## config.mk

```make
export PLATFORM = sky130hd
export DESIGN_NAME = sprite_reg_update_scheduler
export DESIGN_NICKNAME = d
export VERILOG_FILES = /design/src/rtl/sprite_reg_update_scheduler.sv
export SDC_FILE = /design/constraint.sdc
export NUM_CORES = 1
export LEC_CHECK = 0
export BUFFER_PORTS_ARGS = -buffer_cell sky130_fd_sc_hd__buf_4
export CORE_ASPECT_RATIO = 1.5
export CORE_UTILIZATION = 60
export DETAILED_ROUTE_END_ITERATION = 8
export GPL_TIMING_DRIVEN = 0
export PLACE_DENSITY_LB_ADDON = 0.3
export SYNTH_ARGS = -nofsm -noshare
export SYNTH_HDL_FRONTEND = slang
export SYNTH_SLANG_ARGS = --single-unit
```

## constraint.sdc

```tcl
create_clock -name clk -period 4.56 [get_ports clk]
set_input_delay 0.912 -clock clk [delete_from_list [all_inputs] [get_ports clk]]
set_output_delay 0.912 -clock clk [all_outputs]
set_load 0.1 [all_outputs]
```

## src/rtl/sprite_reg_update_scheduler.sv

```systemverilog
// Queues SPI register writes and replays them into the register file only during
// vertical blanking, then strobes commit. Optional macro DEFER_STATS_EN adds deferred_frames.
module sprite_reg_update_scheduler #(
    parameter int ADDR_W           = 6,
    parameter int DATA_W           = 8,
    parameter int DEPTH            = 8,
    parameter int WRITES_PER_BLANK = 16
) (
    input  logic                       clk,
    input  logic                       reset,
    input  logic                       cmd_valid,
    output logic                       cmd_ready,
    input  logic [ADDR_W-1:0]          cmd_addr,
    input  logic [DATA_W-1:0]          cmd_data,
    input  logic                       vblank,
    output logic                       reg_we,
    output logic [ADDR_W-1:0]          reg_addr,
    output logic [DATA_W-1:0]          reg_wdata,
    output logic                       commit,
    output logic [$clog2(DEPTH+1)-1:0] pending,
    output logic                       busy
`ifdef DEFER_STATS_EN
    ,
    output logic [7:0]                 deferred_frames
`endif
);

    localparam int PTR_W   = $clog2(DEPTH);
    localparam int CNT_W   = $clog2(DEPTH + 1);
    localparam int BUD_W   = $clog2(WRITES_PER_BLANK + 1);
    localparam int ENTRY_W = ADDR_W + DATA_W;
    localparam logic [CNT_W-1:0] FULL_CNT    = CNT_W'(DEPTH);
    localparam logic [BUD_W-1:0] BUDGET_INIT = BUD_W'(WRITES_PER_BLANK);

    typedef enum logic [1:0] {
        ST_WAIT  = 2'd0,
        ST_DRAIN = 2'd1,
        ST_HOLD  = 2'd2
    } state_e;

    state_e               state_q, state_d;
    logic [ENTRY_W-1:0]   mem_q [DEPTH];
    logic [PTR_W-1:0]     wr_ptr_q, rd_ptr_q;
    logic [CNT_W-1:0]     cnt_q, cnt_d;
    logic [BUD_W-1:0]     budget_q, budget_d;
    logic                 applied_q, applied_d;
    logic                 vblank_q;
    logic                 reg_we_q;
    logic [ADDR_W-1:0]    reg_addr_q;
    logic [DATA_W-1:0]    reg_wdata_q;
    logic                 commit_q, commit_d;
    logic                 empty_s, full_s, push_s, pop_s, rise_s;
    logic [ENTRY_W-1:0]   head_s;

    assign empty_s = (cnt_q == {CNT_W{1'b0}});
    assign full_s  = (cnt_q == FULL_CNT);
    assign push_s  = cmd_valid && !full_s;
    assign rise_s  = vblank && !vblank_q;
    assign head_s  = mem_q[rd_ptr_q];

    assign cmd_ready = !full_s;
    assign pending   = cnt_q;
    assign busy      = (state_q == ST_DRAIN);
    assign reg_we    = reg_we_q;
    assign reg_addr  = reg_addr_q;
    assign reg_wdata = reg_wdata_q;
    assign commit    = commit_q;

    // Next-state logic; the rising-edge cycle already pops with a fresh budget.
    always_comb begin
        state_d   = state_q;
        budget_d  = budget_q;
        applied_d = applied_q;
        commit_d  = 1'b0;
        pop_s     = 1'b0;
        case (state_q)
            ST_WAIT: begin
                if (rise_s) begin
                    state_d   = ST_DRAIN;
                    pop_s     = !empty_s;
                    budget_d  = BUDGET_INIT - BUD_W'(pop_s);
                    applied_d = pop_s;
                end else begin
                    state_d = ST_WAIT;
                end
            end
            ST_DRAIN: begin
                if (!empty_s && (budget_q != {BUD_W{1'b0}}) && vblank) begin
                    pop_s     = 1'b1;
                    budget_d  = budget_q - BUD_W'(1);
                    applied_d = 1'b1;
                end else begin
                    state_d  = ST_HOLD;
                    commit_d = applied_q;
                end
            end
            ST_HOLD: begin
                if (!vblank) begin
                    state_d = ST_WAIT;
                end else begin
                    state_d = ST_HOLD;
                end
            end
            default: begin
                state_d = ST_WAIT;
            end
        endcase
    end

    // Occupancy is unchanged when a push and a pop coincide.
    always_comb begin
        cnt_d = cnt_q;
        case ({push_s, pop_s})
            2'b10:   cnt_d = cnt_q + CNT_W'(1);
            2'b01:   cnt_d = cnt_q - CNT_W'(1);
            default: cnt_d = cnt_q;
        endcase
    end

    // FIFO storage; contents need no reset since the pointers are cleared.
    always_ff @(posedge clk) begin
        if (push_s) begin
            mem_q[wr_ptr_q] <= {cmd_addr, cmd_data};
        end
    end

    // Control state, pointers and registered write-port outputs.
    always_ff @(posedge clk) begin
        if (reset) begin
            state_q     <= ST_WAIT;
            vblank_q    <= 1'b1;
            wr_ptr_q    <= {PTR_W{1'b0}};
            rd_ptr_q    <= {PTR_W{1'b0}};
            cnt_q       <= {CNT_W{1'b0}};
            budget_q    <= {BUD_W{1'b0}};
            applied_q   <= 1'b0;
            reg_we_q    <= 1'b0;
            reg_addr_q  <= {ADDR_W{1'b0}};
            reg_wdata_q <= {DATA_W{1'b0}};
            commit_q    <= 1'b0;
        end else begin
            state_q   <= state_d;
            vblank_q  <= vblank;
            cnt_q     <= cnt_d;
            budget_q  <= budget_d;
            applied_q <= applied_d;
            commit_q  <= commit_d;
            reg_we_q  <= pop_s;
            if (push_s) begin
                wr_ptr_q <= wr_ptr_q + PTR_W'(1);
            end
            if (pop_s) begin
                rd_ptr_q    <= rd_ptr_q + PTR_W'(1);
                reg_addr_q  <= head_s[ENTRY_W-1:DATA_W];
                reg_wdata_q <= head_s[DATA_W-1:0];
            end
        end
    end

`ifdef DEFER_STATS_EN
    logic [7:0] defer_q;

    assign deferred_frames = defer_q;

    // Counts blanks that ended with work still queued, saturating at 255.
    always_ff @(posedge clk) begin
        if (reset) begin
            defer_q <= 8'd0;
        end else if ((state_q == ST_DRAIN) && (state_d == ST_HOLD) &&
                     (cnt_d != {CNT_W{1'b0}}) && (defer_q != 8'hFF)) begin
            defer_q <= defer_q + 8'd1;
        end
    end
`else
    // No deferral statistics in this build.
`endif

endmodule
```

==> flow_metrics.tcl <==
set metrics [dict create \
    antenna_found_initial 0 \
    ir_drop_v 0.000421 \
    nNetsFinal 435 \
    cp.arrival_ns 3.61 \
    start_kind "flip-flop" \
    drtPass1Iterations 4 \
    routedWlPerCell_um 22.0 \
    initial_core_util_pct 62.3 \
    numPortBuffers 38 \
    required_ns 4.86 \
    std_cell_rows 43 \
    wl_met1_mm 4.32 \
    first_iter_violations 239 \
    dieWidth_um 82.3 \
    drive_above_1_share_pct 28.2 \
    die_y_um 122 \
    dpl_cell_area_um2 6320 \
    cts_root_buf "clkbuf_16" \
    synth_edf_count 112 \
    crit_start "budget_q[0]" \
    h-tree-depth 4 \
    setup_viol 0 \
    fin_crit_ns 3.31 \
    crit_path_end_kind "flip-flop" \
    slew_headroom_pct 38.9 \
    clkTransAtPathRegs_ns 0.05 \
    route.met3.wl_um 570 \
    synthFlopType "edfxtp_1" \
    gr-total-overflow 0 \
    num_io_pins 40 \
    num_vias 3306 \
    drc 0 \
    hold_class "flip-flop to flip-flop" \
    synthArstFlopShare_pct 0 \
    cts.sinks 147 \
    routed.top_layer "met4" \
    drv_cap 0 \
    ys_ff_latch 147 \
    place_congestion 0.715 \
    finalClockSkew_ns 0.00501 \
    setup-tns-final_ns 0 \
    synth.yosys.seq_area_share_pct 70.1 \
    worst_slew_pin_slew_ns 0.916 \
    clkLatencyLatePin_ns 0.41 \
    fin_total_pwr_mw 3.16 \
    p_leak_nw 2.31 \
    wl_met2_mm 6.55 \
    finalCritPeriodShare_pct 72.6 \
    syn_inst 346 \
    place_hpwl_mm 7.54 \
    drt-total-wl_mm 11.7 \
    synth.distinct_cells 41 \
    ant_nets 0 \
    final_max_slew_viol_count 0 \
    fmax_mhz 302 \
    yosysWarnings 0 \
    cts.path.max_buffers 2 \
    grt_max_degree 17 \
    track_usage_pct 26.3 \
    final_cell_mix "112 x edfxtp_1, 40 x buf_4, 35 x dfxtp_1" \
    hold_buffers 0 \
    diodes 0 \
    reg2reg_from "budget_q[0]" \
    ctsResizeCount 0 \
    postLayoutCoreUtil_pct 74.0 \
    fillers 583 \
    numCtsBuffers 17 \
    first_global_vias 3402 \
    die_area_um2 10100 \
    cts_setup_buffers 0 \
    syn_area_um2 5800 \
    coreArea_um2 9310 \
    rsz0062_at_grt "no" \
    status "complete, no violations" \
    worstSetupPathType "flip-flop to flip-flop" \
    viasPerCell 6.19 \
    hold_start "applied_q" \
    cts_tree "built" \
    synth.avg_cell_area_um2 16.8 \
    hold_viol_final 0 \
    final_cell_area_um2 6890 \
    grt_pass1_wl_mm 17.9 \
    critPathMaxFanout 10 \
    area_growth_pct 18.9 \
    syn_nets 372 \
    pwr_density_cell_nw_per_um2 458 \
    layout_commonest_cell "edfxtp_1" \
]
## layout make-up
class                           count  area (um^2)  area share, %
Multi-Input combinational cell    169         1630           23.7
Clock buffer                       21          440           6.39
Timing Repair Buffer               44          345           5.01
Buffer                             22          103           1.49
Clock inverter                     11          135           1.96
Sequential cell                   147         4060           59.0
Tap cell                          112          140           2.03
Inverter                            8         30.0          0.436
## critical path, cell delays in order, from the launching register on
cell and delay, ns:
dfxtp_1 0.34, inv_1 0.10, ha_1 0.14, or4b_4 0.49, a31o_1 0.26, nand2_1 0.15
inv_2 0.11, buf_6 0.16, ha_1 0.24, ha_1 0.30, a21o_1 0.17, a21oi_1 0.17
mux2i_1 0.22, mux2_2 0.35
## final timing paths
check | end | slack, ns | cells past startpoint
setup / recovery | pending[3] | 1.25 | 13
hold / removal | applied_q | 0.49 | 2
setup reg to reg | pending[3] | 1.25 | 13
hold reg to reg | applied_q | 0.49 | 2
## kinds of logic (layout without fill, tap and decap cells)
kind of cell               Yosys count  in the layout  share of synthesized area, %
AOI/OAI and AO/OA                   54             54                          5.87
xor gates and xnor gates             4              4                         0.604
adders and majority gates            8              8                          1.86
buffers and inverters               30            106                          2.29
DFF                                147            147                          70.1
muxes                               45             45                          13.9
and+or+nand+nor                     58             58                          5.42
## synth_stat cells, types with 4 or more instances
master | instances | share of area [%]
a211oi_1 | 14 | 1.8
nand3_1 | 12 | 1.0
xor2_1 | 4 | 0.60
nand2_1 | 7 | 0.45
nor3_1 | 4 | 0.35
nor2_1 | 15 | 0.97
clkbuf_1 | 14 | 0.91
a21oi_1 | 27 | 2.3
buf_2 | 4 | 0.35
inv_1 | 7 | 0.45
mux4_2 | 28 | 11
dfxtp_1 | 35 | 12
o21ai_0 | 4 | 0.35
edfxtp_1 | 112 | 58
nor2b_1 | 4 | 0.43
ha_1 | 7 | 1.5
mux2i_1 | 15 | 2.6
## report_power, final
group	internal [mW]	switching (mW)
logic	0.0939	0.202
clock network	0.853	0.498
registers	1.48	0.0243
## through the flow
stage | cells | hold slack, ns | worst slack (ns)
6_report | 534 | 0.492 | 1.25
2_1_floorplan | 346 | 0.444 | 0.106
3_5_place_dp | 502 | 0.486 | 0.989
5_1_grt | 534 | 0.522 | 1.10
3_3_place_gp | 496 | 0.451 | 0.243
4_1_cts | 534 | 0.493 | 1.24
## registers in the layout (all words and copies together), names as in the netlist, 2 cells and up
signal	flops
rd_ptr_q	3
reg_wdata	8
budget_q	5
mem_q	112
pending	4
state_q	2
reg_addr	6
wr_ptr_q	3
## per-layer routing
| metal | global-route usage, % | up-vias |
|---|---|---|
| met5 | 0 | - |
| met4 | 13.8 | 0 |
| met3 | 5.72 | 27 |
| met2 | 46.8 | 113 |
| met1 | 28.4 | 1667 |
| li1 | - | 1499 |
Power figures use the tool's default switching activity.
